<file path="config.mk">
export PLATFORM = sky130hd
export DESIGN_NAME = if_id_stage
export DESIGN_NICKNAME = d
export VERILOG_FILES = /design/src/rtl/mips_pipe_pkg.sv /design/src/rtl/hazard_detect.sv /design/src/rtl/if_id_stage.sv
export SDC_FILE = /design/constraint.sdc
export NUM_CORES = 1
export LEC_CHECK = 0
export CORE_MARGIN = 2
export CORE_UTILIZATION = 40
export CTS_CLUSTER_DIAMETER = 60
export CTS_CLUSTER_SIZE = 10
export DETAILED_ROUTE_END_ITERATION = 7
export PLACE_DENSITY = 0.88
export SETUP_SLACK_MARGIN = 0.5
export SLEW_MARGIN = 0
export SYNTH_ARGS = -nofsm -noshare
export SYNTH_HDL_FRONTEND = slang
export SYNTH_SLANG_ARGS = --single-unit
</file>
<file path="constraint.sdc">
create_clock -name clk -period 6.06 [get_ports clk]
set_input_delay 1.212 -clock clk [delete_from_list [all_inputs] [get_ports clk]]
set_output_delay 1.212 -clock clk [all_outputs]
set_load 0.01 [all_outputs]
</file>
<file path="src/rtl/mips_pipe_pkg.sv">
// rtl/mips_pipe_pkg.sv - shared constants and types for the MIPS IF/ID pipeline slice
// Purpose: opcode constants, the NOP word, the IF/ID FSM state type and the
//          uses_rt() helper shared by the IF/ID register and hazard logic.
// Ports:   none (package).
package mips_pipe_pkg;

  localparam logic [5:0]  OP_RTYPE = 6'h00;
  localparam logic [5:0]  OP_BEQ   = 6'h04;
  localparam logic [5:0]  OP_BNE   = 6'h05;
  localparam logic [5:0]  OP_SW    = 6'h2B;
  localparam logic [5:0]  OP_LW    = 6'h23;

  localparam logic [31:0] NOP_WORD = 32'h0000_0000;

  typedef enum logic {
    RUN   = 1'b0,
    STALL = 1'b1
  } if_id_state_e;

  // rt is read as a source only by R-type, branches and stores; for every
  // other opcode (lw, immediates) rt names the destination.
  function automatic logic uses_rt(input logic [5:0] opcode);
    return (opcode == OP_RTYPE) || (opcode == OP_BEQ) ||
           (opcode == OP_BNE)   || (opcode == OP_SW);
  endfunction

endpackage

</file>
<file path="src/rtl/hazard_detect.sv">
// rtl/hazard_detect.sv - combinational load-use hazard compare
// Purpose: flags a load in EX whose destination is read by the instruction in ID.
// Ports:
//   valid_i       instruction in ID is real
//   ex_memread_i  ID/EX holds a load
//   ex_rt_i       load destination register
//   opcode_i      opcode of the ID instruction
//   rs_i, rt_i    source fields of the ID instruction
//   hazard_o      load-use hazard present
module hazard_detect
  import mips_pipe_pkg::*;
(
  input  logic       valid_i,
  input  logic       ex_memread_i,
  input  logic [4:0] ex_rt_i,
  input  logic [5:0] opcode_i,
  input  logic [4:0] rs_i,
  input  logic [4:0] rt_i,
  output logic       hazard_o
);

  logic rs_match;
  logic rt_match;

  assign rs_match = (ex_rt_i == rs_i);
  assign rt_match = uses_rt(opcode_i) && (ex_rt_i == rt_i);

  // $0 is hardwired, so a load targeting it never creates a dependency.
  assign hazard_o = valid_i && ex_memread_i && (ex_rt_i != 5'd0) &&
                    (rs_match || rt_match);

endmodule

</file>
<file path="src/rtl/if_id_stage.sv">
// rtl/if_id_stage.sv - IF/ID pipeline register with load-use stall and branch flush
// Purpose: latches fetched instruction and PC+4, presents decode fields, stalls
//          one cycle on a load-use hazard and flushes on a taken branch.
//          Optional perf counters built when IF_ID_PERF_CNT_EN is defined.
// Ports:
//   clk, reset             clock, asynchronous active-high reset
//   pc_plus4_in, instr_in  fetch outputs; imem_valid qualifies instr_in
//   branch_taken           flush IF/ID
//   ex_memread, ex_rt      load in EX and its destination
//   pc_plus4_out, instr_out, valid_out   latched fetch data
//   rs_out, rt_out, rd_out               register fields of instr_out
//   pc_write, id_ex_bubble               stall controls
//   stall_cnt, flush_cnt                 perf counters (0 when disabled)
module if_id_stage
  import mips_pipe_pkg::*;
#(
  parameter logic [31:0] NOP_INSTR = NOP_WORD,
  parameter int          CNT_W     = 32
) (
  input  logic             clk,
  input  logic             reset,
  input  logic [31:0]      pc_plus4_in,
  input  logic [31:0]      instr_in,
  input  logic             imem_valid,
  input  logic             branch_taken,
  input  logic             ex_memread,
  input  logic [4:0]       ex_rt,
  output logic [31:0]      pc_plus4_out,
  output logic [31:0]      instr_out,
  output logic             valid_out,
  output logic [4:0]       rs_out,
  output logic [4:0]       rt_out,
  output logic [4:0]       rd_out,
  output logic             pc_write,
  output logic             id_ex_bubble,
  output logic [CNT_W-1:0] stall_cnt,
  output logic [CNT_W-1:0] flush_cnt
);

  if_id_state_e state_q, state_d;
  logic [31:0]  instr_q, instr_d;
  logic [31:0]  pc_q, pc_d;
  logic         valid_q, valid_d;
  logic         hazard;
  logic         stall;

  hazard_detect u_hazard (
    .valid_i      (valid_q),
    .ex_memread_i (ex_memread),
    .ex_rt_i      (ex_rt),
    .opcode_i     (instr_q[31:26]),
    .rs_i         (instr_q[25:21]),
    .rt_i         (instr_q[20:16]),
    .hazard_o     (hazard)
  );

  // In STALL the load has moved on, so a hazard seen there is stale.
  assign stall = (state_q == RUN) && hazard && !branch_taken;

  always_comb begin
    state_d = RUN;
    instr_d = instr_q;
    pc_d    = pc_q;
    valid_d = valid_q;
    if (branch_taken) begin
      instr_d = NOP_INSTR;
      valid_d = 1'b0;
      pc_d    = pc_plus4_in;
    end else if (stall) begin
      state_d = STALL;
    end else if (imem_valid) begin
      instr_d = instr_in;
      valid_d = 1'b1;
      pc_d    = pc_plus4_in;
    end else begin
      instr_d = NOP_INSTR;
      valid_d = 1'b0;
      pc_d    = pc_plus4_in;
    end
  end

  always_ff @(posedge clk or posedge reset) begin
    if (reset) begin
      state_q <= RUN;
      instr_q <= NOP_INSTR;
      pc_q    <= 32'd0;
      valid_q <= 1'b0;
    end else begin
      state_q <= state_d;
      instr_q <= instr_d;
      pc_q    <= pc_d;
      valid_q <= valid_d;
    end
  end

  assign pc_plus4_out = pc_q;
  assign instr_out    = instr_q;
  assign valid_out    = valid_q;
  assign rs_out       = instr_q[25:21];
  assign rt_out       = instr_q[20:16];
  assign rd_out       = instr_q[15:11];
  assign pc_write     = !stall;
  assign id_ex_bubble = stall;

`ifdef IF_ID_PERF_CNT_EN
  logic [CNT_W-1:0] stall_cnt_q, stall_cnt_d;
  logic [CNT_W-1:0] flush_cnt_q, flush_cnt_d;

  // Counters saturate rather than wrap.
  always_comb begin
    stall_cnt_d = stall_cnt_q;
    flush_cnt_d = flush_cnt_q;
    if (stall && (stall_cnt_q != {CNT_W{1'b1}}))
      stall_cnt_d = stall_cnt_q + 1'b1;
    if (branch_taken && (flush_cnt_q != {CNT_W{1'b1}}))
      flush_cnt_d = flush_cnt_q + 1'b1;
  end

  always_ff @(posedge clk or posedge reset) begin
    if (reset) begin
      stall_cnt_q <= '0;
      flush_cnt_q <= '0;
    end else begin
      stall_cnt_q <= stall_cnt_d;
      flush_cnt_q <= flush_cnt_d;
    end
  end

  assign stall_cnt = stall_cnt_q;
  assign flush_cnt = flush_cnt_q;
`else
  assign stall_cnt = '0;
  assign flush_cnt = '0;
`endif

endmodule

</file>
==> flow_metrics.py, run 1 <==
metrics = {
    "outcome": {
        "outcome": "finished, final reports clean",
    },
    "floorplanning": {
        "core_area_um2": 8300,
        "die-area_um2": 9440,
        "row_count": 33,
        "fp.dieW_um": 97.1,
        "ios": 220,
        "initial_core_util_pct": 41.8,
        "die_height_um": 97.1,
    },
    "sta": {
        "hold_ws_ns": 0.509,
        "finalCriticalPeriod_ns": 4.66,
        "skew_ns": 0.00786,
        "drv_slew": 0,
        "tightest_slew_ns": 0.836,
        "hold_viol_final": 0,
        "setup_viol": 0,
        "grt_setup_unrepaired": "false",
        "period_share_pct": 76.9,
        "tns_ns": 0,
        "fmax_mhz": 215,
        "fin_ws_ns": 1.40,
        "relSlewSlack_pct": 44.2,
    },
    "worst_hold_path": {
        "hold_class": "reg -> reg",
    },
    "logic_synthesis": {
        "synthMuxAreaShare_pct": 20.0,
        "yosysTopAreaCell": "dfrtp_1",
        "netlist.area_leader.share_pct": 47.6,
        "synth-xor-area-share_pct": 2.52,
        "syn_inst": 309,
        "synthAdderAreaFrac_pct": 0,
        "yosysSeqAreaShare_pct": 47.6,
        "synth_top_family_by_area": "buffers and inverters",
        "synth_warnings": 0,
        "synth-seq-cells": 66,
        "synth-simple-area-share_pct": 5.77,
        "synth_area_um2": 3470,
        "synth_area_leaders": "dfrtp_1 (48%), buf_4 (18%), mux2i_1 (8.9%)",
        "synth_compound_area_share_pct": 1.33,
        "synth_cell_types": 26,
        "postSynthAreaPerCell_um2": 11.2,
    },
    "detailed_routing": {
        "drt_first_pass_iters": 4,
        "avgViaCountPerCell": 4.38,
        "drt_wl_total_um": 8020,
        "ant_nets": 0,
        "routedWlPerCell_um": 14.3,
        "drc": 0,
        "drtIter0Drc": 86,
        "vias": 2460,
    },
    "layout": {
        "final_cell_mix": "clkdlybuf4s50_1 (155), dfrtp_1 (66), conb_1 (64)",
        "antennaDiodeCount": 0,
        "multi_input_area_um2": 1280,
        "area_delta_synth_final_pct": 42.1,
        "num-fill-cells": 692,
        "final_common_cell": "clkdlybuf4s50_1",
        "nNetsFinal": 526,
        "seq_area_um2": 1650,
        "drive_gt1_share_pct": 12.3,
        "final_core_util_pct": 59.4,
    },
    "power": {
        "p_per_area_nw_per_um2": 197,
        "vdd_drop_max_mv": 0.122,
        "p_leak_nw": 2.37,
    },
    "cts": {
        "cts_setup_buffers": 0,
        "cts_resized": 0,
        "cts_buffers": 9,
        "root_buffer": "clkbuf_8",
        "path_clk_slew_ns": 0.07,
        "h-tree-depth": 3,
        "worst_skew_pair.late_latency_ns": 0.33,
        "cts_max_path_buffers": 2,
        "cts.sinks": 66,
        "hold_buffers": 0,
        "cts_tree": "done",
    },
    "critical_path": {
        "worstPathRequired_ns": 4.85,
        "startpoint_type": "input port",
        "endpoint_kind": "output port",
        "cp_max_fo": 4,
        "crit_arrival_ns": 3.45,
        "path_class": "in -> out",
    },
    "global_routing": {
        "grt-ovfl-total": 0,
        "grt_pass1_vias": 2580,
        "antenna_found_initial": 0,
        "grt_max_degree": 67,
        "grtUsageTotal_pct": 17.2,
        "grt_first_pass_wirelength_um": 13000,
    },
    "placement": {
        "place_ws_ns": 1.38,
        "dp_hpwl_um": 6090,
        "place_congestion": 0.758,
        "io_buffer_count": 155,
    },
    "run": {
        "cap_violations": 0,
    },
}
## state kept, by name (all words and copies together) (netlist names)
name / flops
instr_out: 32
pc_plus4_out: 32
state_q: 1
valid_out: 1
## cell usage after synthesis
cell type / number
clkbuf_1: 4
and4bb_2: 1
conb_1: 1
buf_6: 2
nand4_1: 2
xnor2_1: 8
xor2_1: 2
nand3_1: 1
a2111oi_4: 1
mux2i_1: 31
nor2b_1: 2
or4_4: 1
inv_1: 33
nand2_1: 31
dfrtp_1: 66
or3_1: 1
nor4_1: 1
o21ai_2: 1
mux2_2: 26
nor2_1: 1
buf_4: 82
nand2b_1: 1
buf_2: 2
mux2_4: 6
a32o_1: 1
or4_1: 1
## through the flow
| stage | total power [W] | instance area, um^2 | std cells |
|---|---|---|---|
| after floorplan | 0.000587 | 3710 | 372 |
| after global placement | 0.000657 | 4770 | 546 |
| after detailed placement | 0.000662 | 4770 | 546 |
| after CTS | 0.000982 | 4930 | 562 |
| after global routing | 0.00102 | 4930 | 562 |
| final | 0.000970 | 4930 | 562 |
## layout make-up
cell class / count / share of cell area [%]
clock buffer: 13 / 3.02
clock inverter: 3 / 0.305
inverter: 33 / 2.51
multi-input combinational: 183 / 25.9
sequential: 66 / 33.5
tap: 105 / 2.66
timing repair buffer: 159 / 32.1
## cell families (layout without fill, tap and decap cells)
logic type | after synthesis | count (layout)
xor gates and xnor gates | 10 | 10
buffers and inverters | 123 | 208
other | 1 | 64
AOI/OAI and AO/OA | 3 | 3
DFF | 66 | 66
and+or+nand+nor | 43 | 43
muxes | 63 | 63
## final timing paths
check                                 start                to  slack (ns)  cells after the start
max                            branch_taken      id_ex_bubble        1.40                      7
min                        pc_plus4_out[29]  pc_plus4_out[29]        0.51                      1
max reg2reg                         state_q   pc_plus4_out[4]        3.71                      6
min reg2reg                pc_plus4_out[29]  pc_plus4_out[29]        0.51                      1
max in group asynchronous             reset      instr_out[0]        4.06                      3
min in group asynchronous             reset  pc_plus4_out[15]        1.45                      3
## critical path, stage by stage
cell             delay [ns]
clkdlybuf4s50_1        0.44
and4bb_2               0.33
o21ai_2                0.08
nor4_1                 0.62
nor2_4                 0.12
inv_1                  0.10
clkdlybuf4s50_1        0.54
## report_power, final
group / switching (W) / internal [W]
logic: 0.0000746 / 0.000103
clock network: 0.000159 / 0.000158
registers: 0.0000145 / 0.000461
total: 0.000248 / 0.000722
## layer usage
| layer | routed length (um) | vias to the layer above | part of all wire [%] | track usage, % |
|---|---|---|---|---|
| met5 | 0 | - | 0 | 0 |
| met4 | 180 | 0 | 2.2 | 7.15 |
| met3 | 901 | 11 | 11 | 6.83 |
| met2 | 3880 | 147 | 48 | 28.4 |
| met1 | 3060 | 1177 | 38 | 20.0 |
| li1 | - | 1125 | - | - |
Note: power is estimated with default switching activity, not from simulation.
==> run 2, diff against run 1 <==
Settings changed: CORE_UTILIZATION 40 to 33, PLACE_DENSITY 0.88 to 0.78.
Clock period 6.06 ns to 4 ns, I/O delays scaled along.
==> run 2 against run 1 <==
Die area increased by 20%. Clock skew is 0.0044 ns higher. Critical path depth unchanged. First-iteration DRC count is 47% lower. Total power increased by 63%. Sequential cell count is the same. Worst hold slack better by 0.0022 ns. Non-clock buffer count is 1 higher.
==> flow_metrics.py, run 2 (synthesized netlist as in run 1, its figures left out) <==
metrics = {
    "outcome": {
        "outcome": "finished, final reports clean",
    },
    "global_routing": {
        "grt-ovfl-total": 0,
        "antenna_found_initial": 0,
        "grt_max_degree": 65,
        "grt_first_pass_wirelength_um": 12900,
        "grtUsageTotal_pct": 14.9,
        "grt_pass1_vias": 2606,
    },
    "detailed_routing": {
        "routedWlPerCell_um": 14.0,
        "drt_first_pass_iters": 3,
        "drtIter0Drc": 46,
        "ant_nets": 0,
        "drc": 0,
        "wl_met1_um": 3150,
        "drt_wl_total_um": 8320,
        "wl_met3_um": 880,
        "avgViaCountPerCell": 4.20,
        "vias": 2493,
        "wl_met2_um": 4060,
        "top_layer": "met4",
    },
    "sta": {
        "setup_viol": 0,
        "hold_ws_ns": 0.511,
        "finalCriticalPeriod_ns": 3.46,
        "tightest_slew_ns": 0.734,
        "hold_viol_final": 0,
        "tns_ns": 0,
        "fmax_mhz": 289,
        "period_share_pct": 86.5,
        "relSlewSlack_pct": 50.8,
        "grt_setup_unrepaired": "false",
        "skew_ns": 0.0122,
        "drv_slew": 0,
        "fin_ws_ns": 0.540,
    },
    "critical_path": {
        "slowest_stage": "or4_4",
        "startpoint_type": "input port",
        "crit_arrival_ns": 2.66,
        "slowest_delay_ns": 0.56,
        "path_cells": "clkdlybuf4s50_1, or4_4, o21ai_4, nor4_4, nor2_4, inv_1, dlygate4sd2_1",
        "path_class": "in -> out",
        "cp_num_buf_inv": 3,
        "worstPathRequired_ns": 3.20,
        "endpoint_kind": "output port",
        "cp_max_fo": 3,
        "cpLargestDelayFamily": "buffers and inverters",
    },
    "cts": {
        "worst_skew_pair.late_latency_ns": 0.35,
        "h-tree-depth": 3,
        "cts.sinks": 66,
        "cts_tree": "done",
        "cts_max_path_buffers": 2,
        "hold_buffers": 0,
        "path_clk_slew_ns": 0.07,
        "root_buffer": "clkbuf_8",
        "cts_buffers": 9,
    },
    "floorplanning": {
        "fp.dieW_um": 107,
        "initial_core_util_pct": 33.8,
        "die_height_um": 107,
        "die-area_um2": 11300,
        "ios": 220,
        "core_area_um2": 10300,
        "row_count": 37,
    },
    "layout": {
        "final_cell_mix": "clkdlybuf4s50_1 (152), dfrtp_1 (66), conb_1 (64)",
        "antennaDiodeCount": 0,
        "final_common_cell": "clkdlybuf4s50_1",
        "area_delta_synth_final_pct": 45.9,
        "instances_no_fill": 594,
        "drive_gt1_share_pct": 13.5,
        "nNetsFinal": 527,
    },
    "power": {
        "p_total_w": 0.00158,
        "p_leak_nw": 2.41,
        "vdd_drop_max_mv": 0.183,
        "p_per_area_nw_per_um2": 312,
    },
    "worst_hold_path": {
        "hold_class": "reg -> reg",
    },
    "placement": {
        "dp_hpwl_um": 6260,
        "place_inst": 577,
        "io_buffer_count": 155,
        "place_congestion": 0.765,
        "place_ws_ns": 0.0877,
    },
    "run": {
        "cap_violations": 0,
    },
}
==> run 2: cell types whose count changed in the layout (fill, tap and decap cells not counted), moves of 2 or more <==
cell	before	now
clkdlybuf4s50_1	155	152
clkbuf_1	3	0
clkinv_2	3	0
dlygate4sd2_1	0	2
clkinvlp_4	0	3
==> run 2: what timing repair did <==
item / 4_1_cts / 5_1_grt
pin swaps: 2 / 2
resized for setup: 3 / 4
endpoints found under the setup margin: 2 / 2
setup buffers: 0 / 1
==> run 2: layout make-up <==
cell class | count | area (um^2)
fill | 916 | 5210
sequential | 66 | 1650
timing repair buffer | 160 | 1600
multi-input combinational | 183 | 1300
tap | 136 | 170
clock buffer | 11 | 151
inverter | 33 | 124
clock inverter | 5 | 61.3
==> run 2: worst paths after layout <==
check | startpoint | end | slack (ns) | cells past startpoint
worst max-delay path | ex_rt[2] | id_ex_bubble | 0.54 | 7
worst min-delay path | pc_plus4_out[25] | pc_plus4_out[25] | 0.51 | 1
worst max register to register | instr_out[26] | pc_plus4_out[6] | 1.63 | 7
worst min register to register | pc_plus4_out[25] | pc_plus4_out[25] | 0.51 | 1
max in group asynchronous | reset | instr_out[0] | 2.22 | 3
min in group asynchronous | reset | instr_out[20] | 0.85 | 2
==> run 2: power by group <==
group	internal [W]	switching [W]	total, W
combinational	0.000156	0.000115	0.000272
clock	0.000324	0.000267	0.000591
sequential	0.000697	0.0000221	0.000719
total	0.00118	0.000404	0.00158
==> run 2: layer usage <==
metal	up-vias	GRT usage [%]
met1	1199	15.9
li1	1128	-
met5	-	0
met4	0	7.14
met2	151	25.8
met3	15	6.07
==> run 2: metrics by stage <==
step                cell area, um^2  utilization, %
CTS                            5030            49.0
global route                   5060            49.3
floorplan                      3710               -
detailed placement             4820            46.9
global placement               4820            46.9
finish                         5060            49.3
